==> src/rtl/rally_sequencer.sv <==
// Game-flow controller for the two-player volleyball screen: serve/rally/point/over sequencing,
// scoring and motion gating. Define RALLY_PAUSE_EN to add the pause input and PAUSE state.
`timescale 1ns/1ps

module rally_sequencer #(
    parameter int unsigned WIN_SCORE   = 15,
    parameter int unsigned FLOOR_Y     = 200,
    parameter int unsigned NET_X       = 160,
    parameter int unsigned TICK_DIV    = 1666667,
    parameter int unsigned SERVE_TICKS = 60,
    parameter int unsigned POINT_TICKS = 90
) (
    input  logic        clk,
    input  logic        rst,
    input  logic        start,
    input  logic [15:0] ball_x,
    input  logic [15:0] ball_y,
`ifdef RALLY_PAUSE_EN
    input  logic        pause,
`endif
    output logic [2:0]  state,
    output logic [4:0]  score_p1,
    output logic [4:0]  score_p2,
    output logic        serve_side,
    output logic        physics_en,
    output logic        ball_reset,
    output logic        players_reset,
    output logic [1:0]  winner,
    output logic        frame_tick
);

    localparam int unsigned DivW  = (TICK_DIV > 1) ? $clog2(TICK_DIV) : 1;
    localparam int unsigned PhMax = (SERVE_TICKS > POINT_TICKS) ? SERVE_TICKS : POINT_TICKS;
    localparam int unsigned PhW   = (PhMax > 1) ? $clog2(PhMax) : 1;

    localparam logic [DivW-1:0] DivLast   = DivW'(TICK_DIV - 1);
    localparam logic [PhW-1:0]  ServeLast = PhW'(SERVE_TICKS - 1);
    localparam logic [PhW-1:0]  PointLast = PhW'(POINT_TICKS - 1);
    localparam logic [4:0]      WinScore  = 5'(WIN_SCORE);
    localparam logic [15:0]     FloorY    = 16'(FLOOR_Y);
    localparam logic [15:0]     NetX      = 16'(NET_X);

    typedef enum logic [2:0] {
        StIdle  = 3'd0,
        StServe = 3'd1,
        StRally = 3'd2,
        StPoint = 3'd3,
        StOver  = 3'd4,
        StPause = 3'd5
    } state_e;

    state_e          state_q, state_d;
    logic [4:0]      score_p1_q, score_p1_d;
    logic [4:0]      score_p2_q, score_p2_d;
    logic            serve_q, serve_d;
    logic [1:0]      winner_q, winner_d;
    logic [PhW-1:0]  phase_q, phase_d;
    logic [DivW-1:0] div_q, div_d;
    logic            tick_q, tick_d;
    logic            physics_q, physics_d;
    logic            ball_reset_q, ball_reset_d;
    logic            players_reset_q, players_reset_d;
    logic            freeze;

    always_comb begin
        state_d         = state_q;
        score_p1_d      = score_p1_q;
        score_p2_d      = score_p2_q;
        serve_d         = serve_q;
        winner_d        = winner_q;
        phase_d         = phase_q;
        ball_reset_d    = 1'b0;
        players_reset_d = 1'b0;

        case (state_q)
            StIdle: begin
                if (start) begin
                    state_d         = StServe;
                    ball_reset_d    = 1'b1;
                    players_reset_d = 1'b1;
                end
            end
            StServe: begin
                if (tick_q) begin
                    if (phase_q == ServeLast) state_d = StRally;
                    else                      phase_d = phase_q + PhW'(1);
                end
            end
            StRally: begin
                // Landing wins over a pause requested in the same cycle.
                if (ball_y >= FloorY) begin
                    state_d = StPoint;
                    if (ball_x < NetX) begin
                        serve_d = 1'b1;
                        if (score_p2_q != WinScore) score_p2_d = score_p2_q + 5'd1;
                    end else begin
                        serve_d = 1'b0;
                        if (score_p1_q != WinScore) score_p1_d = score_p1_q + 5'd1;
                    end
                end
`ifdef RALLY_PAUSE_EN
                else if (pause) begin
                    state_d = StPause;
                end
`endif
            end
            StPoint: begin
                if (tick_q) begin
                    if (phase_q == PointLast) begin
                        // serve_q already names the player who just scored.
                        if ((serve_q ? score_p2_q : score_p1_q) == WinScore) begin
                            state_d  = StOver;
                            winner_d = serve_q ? 2'd2 : 2'd1;
                        end else begin
                            state_d         = StServe;
                            ball_reset_d    = 1'b1;
                            players_reset_d = 1'b1;
                        end
                    end else begin
                        phase_d = phase_q + PhW'(1);
                    end
                end
            end
            StOver: begin
                if (start) begin
                    state_d         = StServe;
                    score_p1_d      = 5'd0;
                    score_p2_d      = 5'd0;
                    winner_d        = 2'd0;
                    serve_d         = 1'b0;
                    ball_reset_d    = 1'b1;
                    players_reset_d = 1'b1;
                end
            end
`ifdef RALLY_PAUSE_EN
            StPause: begin
                if (pause) state_d = StRally;
            end
`endif
            default: state_d = StIdle;
        endcase

        if (state_d != state_q) phase_d = '0;

        physics_d = (state_d == StRally);

`ifdef RALLY_PAUSE_EN
        freeze = (state_d == StPause);
`else
        freeze = 1'b0;
`endif

        div_d  = div_q;
        tick_d = 1'b0;
        if (!freeze) begin
            tick_d = (div_q == DivLast);
            div_d  = (div_q == DivLast) ? '0 : div_q + DivW'(1);
        end
    end

    always_ff @(posedge clk or negedge rst) begin
        if (!rst) begin
            state_q         <= StIdle;
            score_p1_q      <= 5'd0;
            score_p2_q      <= 5'd0;
            serve_q         <= 1'b0;
            winner_q        <= 2'd0;
            phase_q         <= '0;
            div_q           <= '0;
            tick_q          <= 1'b0;
            physics_q       <= 1'b0;
            ball_reset_q    <= 1'b0;
            players_reset_q <= 1'b0;
        end else begin
            state_q         <= state_d;
            score_p1_q      <= score_p1_d;
            score_p2_q      <= score_p2_d;
            serve_q         <= serve_d;
            winner_q        <= winner_d;
            phase_q         <= phase_d;
            div_q           <= div_d;
            tick_q          <= tick_d;
            physics_q       <= physics_d;
            ball_reset_q    <= ball_reset_d;
            players_reset_q <= players_reset_d;
        end
    end

    assign state         = state_q;
    assign score_p1      = score_p1_q;
    assign score_p2      = score_p2_q;
    assign serve_side    = serve_q;
    assign winner        = winner_q;
    assign physics_en    = physics_q;
    assign ball_reset    = ball_reset_q;
    assign players_reset = players_reset_q;
    assign frame_tick    = tick_q;

endmodule

==> config.mk <==
export PLATFORM = sky130hd
export DESIGN_NAME = rally_sequencer
export DESIGN_NICKNAME = d
export VERILOG_FILES = /design/src/rtl/rally_sequencer.sv
export SDC_FILE = /design/constraint.sdc
export NUM_CORES = 1
export LEC_CHECK = 0
export BUFFER_PORTS_ARGS = -buffer_cell sky130_fd_sc_hd__buf_2
export CAP_MARGIN = 20
export CORE_MARGIN = 8
export CORE_UTILIZATION = 49
export CTS_CLUSTER_SIZE = 30
export DETAILED_ROUTE_END_ITERATION = 16
export PLACE_DENSITY = 0.82
export SLEW_MARGIN = 10
export SYNTH_ARGS = -nofsm -noshare
export SYNTH_HDL_FRONTEND = slang
export SYNTH_SLANG_ARGS = --single-unit
export TNS_END_PERCENT = 50
==> constraint.sdc <==
create_clock -name clk -period 2.2 [get_ports clk]
set_input_delay 0.22 -clock clk [delete_from_list [all_inputs] [get_ports clk]]
set_output_delay 0.22 -clock clk [all_outputs]
set_load 0.02 [all_outputs]
Word-level counts from Yosys, hierarchy flattened
Index checks and enable logic that the tools add are counted.
{"block": "totals", "output_inout_bits": 20, "elab_cells": 91, "ram_bits": 0, "n_memories": 0, "regBits": 47, "latchBits": 0, "input_bits": 35, "mem_bits_ro": 0}
{"block": "op_classes", "n_reduce_logical": 10, "shifts": 0, "multipliers": 0, "bitwise": 0, "div": 0, "add_sub_neg": 4, "n_eq_ne": 25, "n_mux": 40, "order_cmp": 2}
{"op": "2-to-1 mux 5 bit", "n": 8}
{"op": "2-to-1 mux 7 bit", "n": 5}
{"op": "adder 21 x 1 -> 21 bit, second input constant", "n": 1}
{"op": "== test 21 bit, second input constant", "n": 1}
{"op": "2-to-1 mux 21 bit", "n": 1}
{"op": "2-to-1 mux 3 bit", "n": 7}
{"op": "one-hot mux 5 bit (2 select lines)", "n": 2}
{"op": "AND reduction 5 bit", "n": 4}
{"op": "!= test 2 bit, second input constant", "n": 9}
{"op": ">= comparator 16 x 8 -> 1 bit, second input constant", "n": 1}
{"op": "< comparator 16 x 8 -> 1 bit, second input constant", "n": 1}
{"op": "one-hot mux 7 bit (2 select lines)", "n": 1}
{"op": "!= test 3 bit, second input constant", "n": 4}
{"op": "one-hot mux 3 bit (4 select lines)", "n": 1}
{"op": "adder 5 x 1 -> 5 bit, second input constant", "n": 2}
{"op": "2-to-1 mux 2 bit", "n": 5}
{"op": "!= test 5 x 4 -> 1 bit, second input constant", "n": 2}
{"op": "== test 3 x 2 -> 1 bit, second input constant", "n": 3}
{"op": "adder 7 x 1 -> 7 bit, second input constant", "n": 1}
{"op": "== test 7 x 6 -> 1 bit, second input constant", "n": 1}
{"op": "== test 7 bit, second input constant", "n": 1}
{"op": "2-to-1 mux 1 bit", "n": 7}
{"op": "== test 5 x 4 -> 1 bit, second input constant", "n": 1}
{"op": "one-hot mux 1 bit (2 select lines)", "n": 2}
{"op": "9 further kinds", "n": 10}

Logic depth before layout (Yosys ltp)
{"block": "logic_depth", "ltp_word": 9, "depth_mapped": 8, "mapped_depth_nobuf": 8}

Worst setup path before layout
Ideal clock, no wire load.
{"block": "synth_path", "path_kind": "register to register", "startpoint": "reg score_p1_q[0] (netlist: score_p1[0])", "endpoint": "reg score_p1_q[0] (netlist: score_p1[0])", "setup_slack_ns": -0.019, "period_less_slack_ns": 2.219, "setup_time_ns": 0.125, "path_stages_with_launch": 9, "t_required_ns": 2.075, "arrival_ns": 2.094, "path_buffers": 0, "path_cell_list": "dfrtp_1 > ha_1 > and3_1 > ha_1 > or3b_1 > a21oi_2 > o21a_4 > o21ai_4 > mux2_4"}
{"block": "synth_via", "elab_chain_len": 5, "elab_cells_between_ends": 8, "cone_classes": "1 x add/sub; 2 x eq/ne; 4 x mux; 1 x reduce/logical"}
{"item": "from (decl)", "line_no": "53", "source": "logic [4:0] score_p1_q, score_p1_d;"}
{"item": "from (signal assigned)", "line_no": "176", "source": "score_p1_q <= score_p1_d;"}
{"item": "adder 5 x 1 -> 5 bit", "line_no": "98", "source": "if (score_p1_q != WinScore) score_p1_d = score_p1_q + 5'd1;"}
{"item": "2-to-1 mux 5 bit", "line_no": "98"}
{"item": "2-to-1 mux 5 bit", "line_no": "93", "source": "if (ball_x < NetX) begin"}
{"item": "2-to-1 mux 5 bit", "line_no": "91", "source": "if (ball_y >= FloorY) begin"}
{"item": "one-hot mux 5 bit (2 select lines)", "line_no": "75", "source": "case (state_q)"}
Parallel ways exist; a longest one is shown, timed or not. The select of a mux whose other input is x is not followed.
A chain may end at the register's enable or synchronous reset.

Final worst setup path
Same ends and word-level chain as after synthesis.

==> metrics.md <==
| Metric | Value |
|---|---|
| Status | finished with violations |
| WS Path Type | reg -> reg |
| Final worst path period share | 96.8% |
| Clock Sinks | 47 |
| Gate power share | 5.0% |
| Num rows | 26 |
| Vias/cell | 5.44 |
| Fin util | 61.1% |
| Drt drc | 0 |
| H-tree depth | 2 |
| Final setup violating endpoints | 0 |
| Post-synth EDFFs | 0 |
| CTS clk-pin slew, worst paths | 0.09 ns |
| Worst hold path class | in -> async |
| Failing checks | hold timing |
| Cells after Synth | 265 |
| # IOs | 55 |
| Final hold viol count | 29 |
| FF-to-FF setup slack | 0.07 ns |
| Power Dens Cells | 534 nW/µm² |
| 1st-iter DRT viols | 78 |
| Vias | 2,148 |
| FMAX | 470 MHz |
| Crit path time final | 2.13 ns |
| Max Cap Violations | 0 |
| Cts bufs inserted | 5 |
| P_sw | 0.324 mW |
| End of the worst register-to-register path | score_p1[0] |
| Pins Over Slew Limit | 0 |
| First-pass GRT wire length | 9.51 mm |
| Initial antenna violation count | 0 |
| Ant diodes | 0 |
| Slew Limit Headroom | 49.6% |
| DPL Wire Length | 4.34 mm |
| Ys Warns | 0 |
| Worst skew pair latency | 0.30 ns |
| Placer congestion estimate | 0.840 |
| DRT Pass-1 Iters | 4 |
| Ys flop type | dfrtp_1 |
| Slew of the pin with the lowest slew margin | 0.756 ns |
| Count of input and output buffers | 46 |
| CP Data Required Time | 2.38 ns |
| Starting Density | 51.0% |
| Syn Area/Cell | 9.89 µm² |
| Syn_nets | 308 |
| Die area | 7940 µm² |
| CTS tree | built |
| Share of cells above drive strength 1 | 26.2% |
| Internal | 1.35 mW |
| Worst-path fanout max | 3 |
| Final wirelength | 5.69 mm |
| Die W | 89.1 µm |
| Clock power share | 43.3% |
| Total global routing overflow | 0 |
| Final instance area | 3140 µm² |
| Seq/Total Area, Yosys | 44.9% |
| Worst R2R Path Depth | 8 |
| Pleak | 1.46 nW |
| Yosys reg bits | 47 |
| FFs w/ async S/R, synth | 100% |
| Mapped Area | 2620 µm² |
| Hold Slack | -0.0169 ns |
| DRT antenna net count | 0 |
| Die H | 89.1 µm |
| Switching Fraction | 19.3% |
| Peak VDD IR | 0.427 mV |
| Synth area leaders | dfrtp_1, nor2_1, xor2_1 |
| Nets | 367 |
| Worst setup SP type | flip-flop |
| Skew final | 0.00674 ns |
| Clock Tree Root | clkbuf_8 |
| Sequential Power Share | 51.7% |
| Core area | 5140 µm² |
| Placed inst area | 2990 µm² |
| Post-CTS Hold Buffers | 0 |
| WL per Instance | 14.4 µm |
| Vias in the first global route | 2,128 |
| Area growth syn-to-layout | 19.8% |
| Max Root-Sink Buffers | 2 |
| WP data arrival | 2.31 ns |
| Synth cell types | 57 |
| Reg2reg start | score_p1[0] |
| Synth top area share | 44.9% |
| GRT Util Overall | 15.2% |
| Pin count of the biggest net entering global routing | 37 |
| Worst setup EP type | flip-flop |
| Largest area contributor in the netlist | dfrtp_1 |
layer usage:
metal,routed length [µm],part of all wire (%),track usage [%]
met1,2450,43,18.7
met2,2910,51,25.5
met3,291,5.1,4.14
met4,36,0.63,3.93
met5,0,0,0
placed cells by master (no fill, tap or decap), types with 2 or more instances in the layout:
| cell | n |
|---|---|
| buf_2 | 46 |
| nand3_1 | 19 |
| o21ai_0 | 5 |
| nand3b_1 | 2 |
| bufinv_16 | 2 |
| nand2_1 | 21 |
| inv_1 | 9 |
| nor4_2 | 2 |
| nand4_1 | 8 |
| nor3b_1 | 2 |
| xnor2_1 | 11 |
| dfrtp_1 | 46 |
| a211oi_1 | 3 |
| o22ai_1 | 2 |
| xor2_1 | 13 |
| nor2b_1 | 3 |
| ha_1 | 7 |
| nor4_1 | 3 |
| and3_1 | 4 |
| mux2_4 | 2 |
| a21oi_1 | 2 |
| clkbuf_8 | 5 |
| or4_4 | 2 |
| mux2i_1 | 2 |
| and4_1 | 3 |
| nand4b_1 | 4 |
| nor3_1 | 7 |
| nor2_1 | 35 |
| nand2b_1 | 3 |
| a31oi_1 | 5 |
| or3b_1 | 2 |
| buf_4 | 13 |
| o21ai_1 | 2 |
| and2_1 | 3 |
cell usage after synthesis (2+ instances only):
cell type and instances:
dfrtp_1 47, nor2_1 35, nand2_1 21, nand3_1 19
xor2_1 13, xnor2_1 11, inv_1 9, ha_1 8
nand4_1 8, nor3_1 7, a31oi_1 5, o21ai_0 5
and3_1 4, nand4b_1 4, a211oi_1 3, and2_1 3
and4_1 3, buf_2 3, nand2b_1 3, nor2b_1 3
nor4_1 3, or3b_1 3, a21oi_1 2, clkbuf_1 2
mux2_4 2, mux2i_1 2, nand3b_1 2, nor3b_1 2
nor4_2 2, o21ai_1 2, o22ai_1 2, or4_4 2
how the worst max path moves through the flow:
stage	startpoint	endpoint	slack (ns)	cells past startpoint
after CTS	score_p1[0]	score_p1[4]	0.008	8
after detailed placement	score_p1[0]	score_p1[4]	0.03	8
after global placement	score_p1[0]	score_p1[4]	0.05	8
final	score_p1[0]	score_p1[0]	0.07	8
after global routing	score_p1[0]	score_p1[0]	-0.008	8
after floorplan	score_p1[1]	score_p1[0]	0.009	8
sequential cells by signal, summed over array words and instances (netlist names):
signal         cells
div_q             21
phase_q            7
score_p1           5
score_p2           5
state              3
winner             2
frame_tick         1
physics_en         1
players_reset      1
serve_side         1
area by class of cell:
| class | instances | area (µm²) |
|---|---|---|
| clock buffers | 6 | 72.6 |
| clock inverters | 2 | 60.1 |
| fillers | 461 | 2000 |
| inverters | 9 | 33.8 |
| multi-input cells | 202 | 1380 |
| flip-flops and latches | 47 | 1180 |
| well taps | 70 | 87.6 |
| repair buffers | 59 | 328 |
per-stage QoR:
step	std cells	hold slack, ns	setup slack (ns)	TNS, ns	power, mW
4_1_cts	394	0.0110	0.00813	0	1.70
6_report	395	-0.0169	0.0710	0	1.68
5_1_grt	395	0.0372	-0.00821	-0.00891	1.74
2_1_floorplan	265	-0.0756	0.00909	0	0.919
3_5_place_dp	386	0.332	0.0277	0	0.969
3_3_place_gp	386	0.329	0.0455	0	0.967
critical path: stages, from the launching register on:
cell and delay [ns]:
dfrtp_2 0.41, ha_2 0.19, and3_1 0.17, ha_1 0.17, or3b_4 0.38, a21oi_4 0.15, o21a_4 0.17, o21ai_4 0.07
mux2_4 0.30
logic make-up after synthesis:
kind of cell / synth area share, %
xor gates and xnor gates: 8.02
AOI/OAI and AO/OA: 9.93
and+or+nand+nor: 28.5
adders and majority gates: 3.82
muxes: 1.91
buffers and inverters: 2.96
DFF: 44.9
what timing repair did:
action | 4_1_cts | 5_1_grt
setup endpoints to repair | 0 | 3
gates resized for setup | 0 | 3
setup buffers | 0 | 1
power by group through the flow:
stage / Sequential, mW / Clock, mW / Combinational, mW
after global placement: 0.884 / 0 / 0.0832
final: 0.867 / 0.726 / 0.0842
after detailed placement: 0.884 / 0 / 0.0847
after floorplan: 0.889 / 0 / 0.0305
after CTS: 0.867 / 0.745 / 0.0853
after global routing: 0.868 / 0.782 / 0.0947
Note: power is estimated with default switching activity, not from simulation.
